==> config.mk <==
export PLATFORM = sky130hd
export DESIGN_NAME = wb_write_arbiter_flat
export DESIGN_NICKNAME = d
export VERILOG_FILES = /design/src/rtl/wb_write_arbiter_if.sv /design/src/rtl/wb_write_arbiter.sv /design/src/flat_wrapper.sv
export SDC_FILE = /design/constraint.sdc
export NUM_CORES = 1
export LEC_CHECK = 0
export BUFFER_PORTS_ARGS = -buffer_cell sky130_fd_sc_hd__buf_2
export CAP_MARGIN = 20
export CORE_AREA = 2 2 138 140
export CTS_BUF_LIST = sky130_fd_sc_hd__clkbuf_2
export CTS_CLUSTER_SIZE = 24
export DETAILED_ROUTE_END_ITERATION = 7
export DIE_AREA = 0 0 140 142
export MAX_ROUTING_LAYER = met4
export PLACE_DENSITY = 0.83
export SLEW_MARGIN = 20
export SYNTH_ARGS = -nofsm -noshare
export SYNTH_HDL_FRONTEND = slang
export SYNTH_SLANG_ARGS = --single-unit
==> constraint.sdc <==
create_clock -name CLK -period 3.8 [get_ports CLK]
set_clock_uncertainty 0.15 [all_clocks]
set_input_delay 0.57 -clock CLK [delete_from_list [all_inputs] [get_ports CLK]]
set_output_delay 0.57 -clock CLK [all_outputs]
set_load 0.01 [all_outputs]
==> src/rtl/wb_write_arbiter_if.sv <==
// Writeback arbiter bus: pipeline result, M-unit handshake,
// register-file write port and hazard-side pending mask.
interface wb_write_arbiter_if;
    logic        PIPE_WRITE;
    logic [4:0]  PIPE_ADDR;
    logic [31:0] PIPE_DATA;
    logic        MD_VALID;
    logic [4:0]  MD_ADDR;
    logic [31:0] MD_DATA;
    logic        MD_READY;
    logic        WB_WRITE;
    logic [4:0]  WB_ADDR;
    logic [31:0] WB_DATA;
    logic [31:0] PENDING;
    logic        PIPE_STALL;

    modport master (
        output PIPE_WRITE, PIPE_ADDR, PIPE_DATA,
        output MD_VALID, MD_ADDR, MD_DATA,
        input  MD_READY,
        input  WB_WRITE, WB_ADDR, WB_DATA,
        input  PENDING, PIPE_STALL
    );

    modport slave (
        input  PIPE_WRITE, PIPE_ADDR, PIPE_DATA,
        input  MD_VALID, MD_ADDR, MD_DATA,
        output MD_READY,
        output WB_WRITE, WB_ADDR, WB_DATA,
        output PENDING, PIPE_STALL
    );
endinterface

==> src/rtl/wb_write_arbiter.sv <==
// Writeback arbiter: pipeline results win, M-unit results queue in a FIFO.
// Optional starvation guard enabled by defining WB_ARB_STARVE_EN.
module wb_write_arbiter #(
    parameter int DEPTH        = 4,
    parameter int STARVE_LIMIT = 8
) (
    input  logic             CLK,
    input  logic             RESET,
    wb_write_arbiter_if.slave bus
);
    localparam int AW = $clog2(DEPTH);

    logic [4:0]       r_addr [DEPTH];
    logic [31:0]      r_data [DEPTH];
    logic [DEPTH-1:0] r_live;
    logic [AW-1:0]    r_wptr;
    logic [AW-1:0]    r_rptr;
    logic [AW:0]      r_count;
    logic [31:0]      r_pending;
    logic             r_wb_write;
    logic [4:0]       r_wb_addr;
    logic [31:0]      r_wb_data;

    logic             w_full;
    logic             w_empty;
    logic             w_md_ready;
    logic             w_raw_act;
    logic             w_pipe_act;
    logic             w_push;
    logic             w_pop;
    logic             w_head_live;
    logic             w_push_live;
    logic [DEPTH-1:0] w_live_nxt;
    logic [31:0]      w_pend_nxt;
    logic [4:0]       w_slot_addr;

    assign w_full     = (r_count == (AW+1)'(DEPTH));
    assign w_empty    = (r_count == '0);
    assign w_md_ready = !RESET && !w_full;
    assign w_raw_act  = bus.PIPE_WRITE && (bus.PIPE_ADDR != 5'd0);

`ifdef WB_ARB_STARVE_EN
    localparam int CW = $clog2(STARVE_LIMIT + 1);

    logic [CW-1:0] r_starve_cnt;
    logic          r_stall;

    // A stall cycle masks the pipeline so the head can drain.
    assign w_pipe_act = w_raw_act && !r_stall;

    // Count full-and-blocked cycles; fire a one-cycle stall at the limit.
    always_ff @(posedge CLK) begin
        if (RESET) begin
            r_starve_cnt <= '0;
            r_stall      <= 1'b0;
        end else if (r_stall) begin
            r_starve_cnt <= '0;
            r_stall      <= 1'b0;
        end else if (w_full && w_raw_act) begin
            if (r_starve_cnt == CW'(STARVE_LIMIT - 1)) begin
                r_starve_cnt <= '0;
                r_stall      <= 1'b1;
            end else begin
                r_starve_cnt <= r_starve_cnt + 1'b1;
            end
        end else begin
            r_starve_cnt <= '0;
        end
    end

    assign bus.PIPE_STALL = r_stall;
`else
    assign w_pipe_act     = w_raw_act;
    assign bus.PIPE_STALL = 1'b0;
`endif

    assign w_push      = bus.MD_VALID && w_md_ready;
    assign w_pop       = !w_pipe_act && !w_empty;
    assign w_head_live = r_live[r_rptr];

    // A same-cycle pipeline write to the same register is younger.
    assign w_push_live = (bus.MD_ADDR != 5'd0) &&
                         !(w_pipe_act &&
                           (bus.PIPE_ADDR == bus.MD_ADDR));

    // Next live bits and the pending mask they imply.
    always_comb begin
        w_live_nxt  = r_live;
        w_pend_nxt  = '0;
        w_slot_addr = '0;
        for (int i = 0; i < DEPTH; i++) begin
            if (w_pipe_act && (r_addr[i] == bus.PIPE_ADDR))
                w_live_nxt[i] = 1'b0;
        end
        if (w_pop)
            w_live_nxt[r_rptr] = 1'b0;
        if (w_push)
            w_live_nxt[r_wptr] = w_push_live;
        for (int i = 0; i < DEPTH; i++) begin
            if (w_push && (r_wptr == AW'(i)))
                w_slot_addr = bus.MD_ADDR;
            else
                w_slot_addr = r_addr[i];
            if (w_live_nxt[i])
                w_pend_nxt = w_pend_nxt | (32'd1 << w_slot_addr);
        end
    end

    // FIFO payload storage; validity is tracked by count and live bits.
    always_ff @(posedge CLK) begin
        if (w_push) begin
            r_addr[r_wptr] <= bus.MD_ADDR;
            r_data[r_wptr] <= bus.MD_DATA;
        end
    end

    // FIFO pointers, occupancy, live bits and pending mask.
    always_ff @(posedge CLK) begin
        if (RESET) begin
            r_wptr    <= '0;
            r_rptr    <= '0;
            r_count   <= '0;
            r_live    <= '0;
            r_pending <= '0;
        end else begin
            if (w_push)
                r_wptr <= r_wptr + 1'b1;
            if (w_pop)
                r_rptr <= r_rptr + 1'b1;
            case ({w_push, w_pop})
                2'b10:   r_count <= r_count + 1'b1;
                2'b01:   r_count <= r_count - 1'b1;
                default: r_count <= r_count;
            endcase
            r_live    <= w_live_nxt;
            r_pending <= w_pend_nxt;
        end
    end

    // Registered register-file write; address/data hold when idle.
    always_ff @(posedge CLK) begin
        if (RESET) begin
            r_wb_write <= 1'b0;
            r_wb_addr  <= '0;
            r_wb_data  <= '0;
        end else if (w_pipe_act) begin
            r_wb_write <= 1'b1;
            r_wb_addr  <= bus.PIPE_ADDR;
            r_wb_data  <= bus.PIPE_DATA;
        end else if (w_pop && w_head_live) begin
            r_wb_write <= 1'b1;
            r_wb_addr  <= r_addr[r_rptr];
            r_wb_data  <= r_data[r_rptr];
        end else begin
            r_wb_write <= 1'b0;
        end
    end

    assign bus.MD_READY = w_md_ready;
    assign bus.WB_WRITE = r_wb_write;
    assign bus.WB_ADDR  = r_wb_addr;
    assign bus.WB_DATA  = r_wb_data;
    assign bus.PENDING  = r_pending;
endmodule

==> src/flat_wrapper.sv <==
// flat-port wrapper written by rule: the top's interface ports become plain ports
module wb_write_arbiter_flat 
#(
    parameter int DEPTH        = 4,
    parameter int STARVE_LIMIT = 8
)
  (CLK, RESET, bus_PIPE_WRITE, bus_PIPE_ADDR, bus_PIPE_DATA, bus_MD_VALID, bus_MD_ADDR, bus_MD_DATA, bus_MD_READY, bus_WB_WRITE, bus_WB_ADDR, bus_WB_DATA, bus_PENDING, bus_PIPE_STALL);
  wb_write_arbiter_if bus_i ();
  input  logic CLK;
  input  logic RESET;
  input wire logic [$bits(bus_i.PIPE_WRITE)-1:0] bus_PIPE_WRITE;
  input wire logic [$bits(bus_i.PIPE_ADDR)-1:0] bus_PIPE_ADDR;
  input wire logic [$bits(bus_i.PIPE_DATA)-1:0] bus_PIPE_DATA;
  input wire logic [$bits(bus_i.MD_VALID)-1:0] bus_MD_VALID;
  input wire logic [$bits(bus_i.MD_ADDR)-1:0] bus_MD_ADDR;
  input wire logic [$bits(bus_i.MD_DATA)-1:0] bus_MD_DATA;
  output wire logic [$bits(bus_i.MD_READY)-1:0] bus_MD_READY;
  output wire logic [$bits(bus_i.WB_WRITE)-1:0] bus_WB_WRITE;
  output wire logic [$bits(bus_i.WB_ADDR)-1:0] bus_WB_ADDR;
  output wire logic [$bits(bus_i.WB_DATA)-1:0] bus_WB_DATA;
  output wire logic [$bits(bus_i.PENDING)-1:0] bus_PENDING;
  output wire logic [$bits(bus_i.PIPE_STALL)-1:0] bus_PIPE_STALL;
  assign bus_i.PIPE_WRITE = bus_PIPE_WRITE;
  assign bus_i.PIPE_ADDR = bus_PIPE_ADDR;
  assign bus_i.PIPE_DATA = bus_PIPE_DATA;
  assign bus_i.MD_VALID = bus_MD_VALID;
  assign bus_i.MD_ADDR = bus_MD_ADDR;
  assign bus_i.MD_DATA = bus_MD_DATA;
  assign bus_MD_READY = bus_i.MD_READY;
  assign bus_WB_WRITE = bus_i.WB_WRITE;
  assign bus_WB_ADDR = bus_i.WB_ADDR;
  assign bus_WB_DATA = bus_i.WB_DATA;
  assign bus_PENDING = bus_i.PENDING;
  assign bus_PIPE_STALL = bus_i.PIPE_STALL;
  wb_write_arbiter #(.DEPTH(DEPTH), .STARVE_LIMIT(STARVE_LIMIT)) u_core (.CLK(CLK), .RESET(RESET), .bus(bus_i));
endmodule
==> results.sh, run 1 <==
export IMPL_status="complete, but fails checks"
export IMPL_violations="DRC"
export IMPL_use_met2_pct=51.3
export IMPL_setup_tns_ns=0
export IMPL_drt_iter0_drc=1135
export IMPL_power_per_cell_area_mw_per_mm2=413
export IMPL_crit_arrival_ns=3.65
export IMPL_htreeDepth=2
export IMPL_critPathKind="reg2reg"
export IMPL_syn_nets=1006
export IMPL_grt_pass1_wl_um=47600
export IMPL_die_y_um=142
export IMPL_report_final_slew_viol_count=0
export IMPL_placed_area_mm2=0.0118
export IMPL_start_kind="register"
export IMPL_synth_warnings=0
export IMPL_nets=1229
export IMPL_use_met1_pct=40.4
export IMPL_first_global_vias=8754
export IMPL_hold_violations=0
export IMPL_place_hpwl_um=19400
export IMPL_cp_max_fo=27
export IMPL_rsz0062_at_grt="no"
export IMPL_yosysSeqAreaShare_pct=56.2
export IMPL_ioPinCount=150
export IMPL_clockBufferDepth=3
export IMPL_ys_types=58
export IMPL_wl_per_cell_um=22.0
export IMPL_synth_edf_count=148
export IMPL_setup_violations=0
export IMPL_first_pass_iters=8
export IMPL_routed_wl_um=31200
export IMPL_rows=50
export IMPL_required_ns=4.39
export IMPL_gp_congestion=0.985
export IMPL_routed_via_density=6.28
export IMPL_max_slew_margin_rel_pct=35.2
export IMPL_overflow=0
export IMPL_synth_ff_type="edfxtp_1"
export IMPL_cts_reportedPaths_clkPinSlew_ns=0.12
export IMPL_period_needed_ns=3.06
export IMPL_fin_area_mm2=0.0130
export IMPL_worstSetupEndpointType="register"
export IMPL_synthTopCellsByArea="edfxtp_1 (41%), dfxtp_1 (15%), mux4_2 (7.9%)"
export IMPL_regArea_mm2=0.00611
export IMPL_port_buffers=148
export IMPL_ctsResizeCount=0
export IMPL_fmax_ghz=0.327
export IMPL_fin_crit_sh_pct=80.6
export IMPL_tightestPinTransition_ns=0.972
export IMPL_clockRootBuffer="clkbuf_2"
export IMPL_hold_buffers=71
export IMPL_yosysTopAreaCellShare_pct=40.9
export IMPL_drive_above_1_share_pct=28.1
export IMPL_avgSynthCellArea_um2=11.8
export IMPL_core_area_mm2=0.0185
export IMPL_cts_setup_buffers=0
export IMPL_hp_class="in2reg"
export IMPL_busiest_layer="met2"
export IMPL_grt_usage_pct=32.3
export IMPL_met3_usage_pct=6.93
export IMPL_antenna_found_initial=2
export IMPL_cap_violations=0
export IMPL_syn_area_mm2=0.0109
export IMPL_num_fill_cells=1243
export IMPL_ys_seq_elements=231
export IMPL_die_w_um=140
export IMPL_p_leak_uw=0.00488
export IMPL_multi_input_comb_area_mm2=0.00437
export IMPL_die_area_mm2=0.0199
export IMPL_grt_max_degree=46
export IMPL_async_flop_share_pct=0
export IMPL_final_antenna_net_count=0
export IMPL_yosys_area_top_type="edfxtp_1"
export IMPL_cts_num_sinks=231
export IMPL_area_delta_synth_final_pct=19.5
export IMPL_ff2ff_setup_slack_ns=0.74
export IMPL_vdd_ir_drop_max_mv=0.345
export IMPL_clock_latency_ns=0.85
export IMPL_cts_buffers=54
export IMPL_cts_tree="yes"
export IMPL_syn_instance_count=918
export IMPL_initial_core_util_pct=58.9
export IMPL_vias=8917
export IMPL_drc=4
==> final cells by class <==
type | instances | area share, %
sequential | 231 | 47.0
multi-input combinational | 593 | 33.6
timing repair buffer | 245 | 12.7
clock buffer | 81 | 3.12
tap | 234 | 2.25
clock inverter | 17 | 0.819
inverter | 16 | 0.462
antenna | 2 | 0.0385
==> layout by cell type (no fill, tap or decap), types with 3 or more instances in the layout <==
| master | count |
|---|---|
| a21oi_1 | 38 |
| a222oi_1 | 6 |
| a22oi_1 | 37 |
| a311oi_1 | 33 |
| a31o_2 | 6 |
| a32oi_1 | 17 |
| and2_1 | 3 |
| buf_2 | 148 |
| buf_4 | 26 |
| clkbuf_2 | 81 |
| clkinv_1 | 10 |
| clkinv_2 | 4 |
| dfxtp_1 | 81 |
| dlygate4sd3_1 | 71 |
| edfxtp_1 | 148 |
| ha_1 | 9 |
| inv_1 | 16 |
| mux2_2 | 7 |
| mux2i_1 | 13 |
| mux4_2 | 38 |
| nand2_1 | 106 |
| nand2b_1 | 9 |
| nand3_1 | 34 |
| nand4b_1 | 3 |
| nor2_1 | 96 |
| nor2b_1 | 19 |
| nor3_1 | 13 |
| nor4_1 | 3 |
| o21ai_0 | 16 |
| o22ai_2 | 3 |
| o31ai_1 | 9 |
| o32ai_4 | 4 |
| o41ai_1 | 8 |
| xnor2_1 | 15 |
| xor2_1 | 14 |
==> cells in the mapped netlist, drive strengths merged (2+ instances only) <==
| master | number |
|---|---|
| nand3 | 34 |
| inv | 16 |
| nor2 | 96 |
| edfxtp | 148 |
| and3 | 3 |
| o22ai | 3 |
| ha | 9 |
| nor4 | 3 |
| or3 | 3 |
| a21oi | 38 |
| o311ai | 2 |
| o221ai | 2 |
| nand2b | 9 |
| o32ai | 6 |
| xnor2 | 15 |
| buf | 27 |
| nor2b | 19 |
| xor2 | 14 |
| and3b | 2 |
| nand4 | 2 |
| a32oi | 17 |
| nand2 | 107 |
| nand4b | 3 |
| a311oi | 33 |
| o31ai | 10 |
| clkbuf | 51 |
| a32o | 2 |
| o21ai | 16 |
| a31o | 6 |
| a41o | 2 |
| mux2i | 13 |
| a222oi | 6 |
| mux4 | 38 |
| a31oi | 2 |
| mux2 | 7 |
| o41ai | 8 |
| dfxtp | 83 |
| and2 | 4 |
| nand3b | 2 |
| a22oi | 37 |
| nor3 | 13 |
==> per-stage QoR <==
stage	setup WS, ns	hold slack (ns)	instances	total power (uW)	utilization (%)
floorplan	0.507	0.312	918	3430	-
finish	0.739	0.0554	1419	5360	70.4
global placement	0.729	0.327	1248	3670	63.7
global route	0.670	0.00223	1419	5590	70.4
CTS	0.892	0.0102	1417	5340	70.4
detailed placement	0.634	0.338	1248	3690	63.7
==> worst paths after layout <==
| path | start | to | cells past startpoint |
|---|---|---|---|
| worst min-delay path | bus_PIPE_ADDR[1] | u_core.bus.WB_ADDR[1] | 3 |
| worst max register to register | u_core.r_count[0] | u_core.bus.PENDING[12] | 6 |
| worst max-delay path | u_core.r_count[0] | u_core.bus.PENDING[12] | 6 |
| worst min register to register | u_core.r_count[2] | u_core.r_count[2] | 2 |
==> kinds of logic (layout without fill, tap and decap cells) <==
family / count (synthesis) / in the layout / share of synthesized area [%]
other: 1 / 3 / 0.0345
DFF: 231 / 231 / 56.2
xor gates and xnor gates: 29 / 29 / 2.34
muxes: 58 / 58 / 9.79
and+or+nand+nor: 303 / 303 / 12.5
buffers and inverters: 94 / 359 / 3.83
AOI/OAI and AO/OA: 192 / 192 / 14.2
adders and majority gates: 10 / 10 / 1.22
==> state kept, by name, indices dropped and copies added, names as in the netlist, named ones only <==
register,cells
u_core.r_data,128
u_core.bus.PENDING,32
u_core.bus.WB_DATA,32
u_core.r_addr,20
u_core.bus.WB_ADDR,5
u_core.r_live,4
u_core.r_count,3
u_core.r_rptr,2
u_core.r_wptr,2
u_core.bus.WB_WRITE,1
==> critical path: stages, from the launching register on <==
cell      delay, ns
dfxtp_1        0.36
or3b_2         0.54
and3_2         0.47
buf_4          0.32
o41ai_1        0.78
a222oi_1       0.15
a21oi_1        0.19
==> per-layer routing <==
metal	vias up	part of all wire, %
li1	3967	-
met1	4241	38
met2	605	48
met3	104	10
met4	0	3.9
met5	-	0
==> where the power goes <==
part / internal [uW] / switching (uW)
registers: 2780 / 105
logic: 377 / 458
clock network: 646 / 997
total: 3810 / 1560
Power figures use the tool's default switching activity.
==> inputs of run 2 (changes only) <==
--- a/config.mk
+++ b/config.mk
@@ -7,13 +7,13 @@
 export LEC_CHECK = 0
 export BUFFER_PORTS_ARGS = -buffer_cell sky130_fd_sc_hd__buf_2
 export CAP_MARGIN = 20
-export CORE_AREA = 2 2 138 140
+export CORE_AREA = 2 2 145 147
 export CTS_BUF_LIST = sky130_fd_sc_hd__clkbuf_2
 export CTS_CLUSTER_SIZE = 24
 export DETAILED_ROUTE_END_ITERATION = 7
-export DIE_AREA = 0 0 140 142
+export DIE_AREA = 0 0 147 149
 export MAX_ROUTING_LAYER = met4
-export PLACE_DENSITY = 0.83
+export PLACE_DENSITY = 0.79
 export SLEW_MARGIN = 20
 export SYNTH_ARGS = -nofsm -noshare
 export SYNTH_HDL_FRONTEND = slang
==> constraint.sdc (replaced) <==
create_clock -name CLK -period 2.6 [get_ports CLK]
set_clock_uncertainty 0.15 [all_clocks]
set_input_delay 0.39 -clock CLK [delete_from_list [all_inputs] [get_ports CLK]]
set_output_delay 0.39 -clock CLK [all_outputs]
set_load 0.01 [all_outputs]
==> results.sh, run 2 (same netlist as run 1, synthesis figures left out) <==
export IMPL_min_path_cells=2
export IMPL_fmax_ghz=0.404
export IMPL_drt_iter0_drc=1138
export IMPL_grt_pass1_wl_um=50400
export IMPL_die_y_um=149
export IMPL_clockBufferDepth=3
export IMPL_place_hpwl_um=20300
export IMPL_num_fill_cells=1482
export IMPL_max_slew_margin_rel_pct=61.1
export IMPL_placed_area_mm2=0.0125
export IMPL_initial_core_util_pct=52.9
export IMPL_p_leak_uw=0.00531
export IMPL_final_cell_mix="buf_2 (148), edfxtp_1 (148), nand2_1 (103)"
export IMPL_crit_path_start="u_core.r_count[0]"
export IMPL_pwr_share_seq_pct=52.0
export IMPL_fin_cells=1541
export IMPL_report_final_slew_viol_count=0
export IMPL_regMostFlops="u_core.r_data"
export IMPL_cts_num_sinks=231
export IMPL_crit_arrival_ns=3.03
export IMPL_whs_ns=0.130
export IMPL_combPwrFrac_pct=17.5
export IMPL_crit_path_end="u_core.bus.WB_ADDR[0]"
export IMPL_clockRootBuffer="clkbuf_2"
export IMPL_rsz0062_at_grt="yes"
export IMPL_vias=9292
export IMPL_hp_class="in2reg"
export IMPL_r2r_end="u_core.bus.WB_ADDR[0]"
export IMPL_setup_tns_ns=0
export IMPL_fin_area_mm2=0.0139
export IMPL_p_switching_uw=2350
export IMPL_fin_crit_sh_pct=95.2
export IMPL_ff2ff_path_depth=8
export IMPL_drc=9
export IMPL_area_delta_synth_final_pct=27.7
export IMPL_first_global_vias=9532
export IMPL_drive_above_1_share_pct=32.4
export IMPL_core_area_mm2=0.0206
export IMPL_critPathKind="reg2reg"
export IMPL_ff2ff_setup_slack_ns=0.13
export IMPL_setup_violations=0
export IMPL_tightestPinTransition_ns=0.584
export IMPL_cap_violations=0
export IMPL_power_frac_clock_pct=30.5
export IMPL_period_needed_ns=2.47
export IMPL_nets=1305
export IMPL_antenna_found_initial=3
export IMPL_cp_max_fo=5
export IMPL_required_ns=3.15
export IMPL_die_area_mm2=0.0219
export IMPL_grt_max_degree=69
export IMPL_rr_startpoint="u_core.r_count[0]"
export IMPL_overflow=0
export IMPL_htreeDepth=2
export IMPL_multi_input_comb_area_mm2=0.00444
export IMPL_cts_buffers=56
export IMPL_vdd_ir_drop_max_mv=0.501
export IMPL_path_cells="or3_4 -> nand3_1 -> inv_1 -> buf_4 -> and2_1 -> a222oi_1 -> nor2_1 -> dlygate4sd3_1"
export IMPL_status="complete, but fails checks"
export IMPL_busiest_layer="met2"
export IMPL_wl_per_cell_um=21.1
export IMPL_grt_usage_pct=30.6
export IMPL_use_met2_pct=49.8
export IMPL_worstSetupEndpointType="register"
export IMPL_largest_reg_flops=128
export IMPL_met3_usage_pct=6.51
export IMPL_regArea_mm2=0.00611
export IMPL_start_kind="register"
export IMPL_swShare_pct=29.2
export IMPL_hold_violations=0
export IMPL_final_antenna_net_count=0
export IMPL_use_met1_pct=37.5
export IMPL_power_per_cell_area_mw_per_mm2=579
export IMPL_gp_congestion=0.986
export IMPL_p_total_uw=8030
export IMPL_critPathSlowestCell="dlygate4sd3_1"
export IMPL_place_inst=1351
export IMPL_ioPinCount=150
export IMPL_port_buffers=148
export IMPL_slowest_delay_ns=0.57
export IMPL_cts_tree="yes"
export IMPL_intPower_uw=5690
export IMPL_routed_via_density=6.03
export IMPL_first_pass_iters=8
export IMPL_rows=53
export IMPL_cts_reportedPaths_clkPinSlew_ns=0.13
export IMPL_clock_latency_ns=0.86
export IMPL_routed_wl_um=32500
export IMPL_die_w_um=147
export IMPL_violations="DRC"
-- run 2: cell count changes in the layout (fill, tap and decap cells not counted), moves of 2 or more --
cell and change:
buf_4 +50, buf_12 +12, dlygate4sd3_1 +11, clkinv_1 +6, dfxtp_1 -4, dfxtp_2 +4, nand2_1 -3, nand2_2 +2
o31ai_1 -2, o41ai_1 -2
-- run 2: worst min-delay path by stage --
stage | slack [ns] | startpoint | endpoint
final | 0.13 | bus_MD_DATA[22] | u_core.r_data[1][22]
after global routing | 0.08 | bus_MD_DATA[21] | u_core.r_data[3][21]
after CTS | 0.05 | bus_MD_DATA[14] | u_core.r_data[2][14]
after detailed placement | 0.34 | u_core.bus.WB_DATA[6] | u_core.bus.WB_DATA[6]
after global placement | 0.33 | u_core.bus.WB_ADDR[4] | u_core.bus.WB_ADDR[4]
after floorplan | 0.31 | u_core.r_count[2] | u_core.r_count[2]
-- run 2: repair_timing --
item                                    in CTS  in global routing
hold endpoints to repair                   226                  0
resized for setup                            0                  9
endpoints found under the setup margin       0                 15
hold buffers                                82                  0
buffers inserted                             0                  1
-- run 2: layout make-up --
type	count	share of cell area [%]
clock buffer	81	2.92
tap	275	2.48
sequential	231	44.0
clock inverter	23	0.901
inverter	16	0.460
antenna	3	0.0541
timing repair buffer	319	17.2
multi-input combinational	593	32.0
-- run 2: power by group through the flow --
stage	Combinational, uW	Clock (uW)	Sequential (uW)
final	1410	2450	4180
after global routing	1510	2670	4200
after CTS	1370	2480	4170
after detailed placement	1260	0	4250
after global placement	1240	0	4240
after floorplan	783	0	4240
-- run 2: worst max-delay path, delay by kind of cell (launching register included) --
family,cells,cell delay [ns]
DFF,1,0.36
buffers and inverters,3,0.82
AOI/OAI and AO/OA,1,0.29
and+or+nand+nor,4,0.75
-- run 2: stage by stage --
| step | util, % | setup WS (ns) |
|---|---|---|
| 6_report | 67.5 | 0.126 |
| 4_1_cts | 67.3 | 0.0210 |
| 5_1_grt | 67.5 | -0.000387 |
| 3_3_place_gp | 60.7 | -0.0577 |
| 3_5_place_dp | 60.7 | -0.100 |
| 2_1_floorplan | - | 0.00455 |
-- run 2: metal layers --
layer / part of all wire, % / up-vias
met5: 0 / -
met1: 38 / 4479
li1: - / 4120
met3: 9.3 / 92
met2: 50 / 601
met4: 3.0 / 0
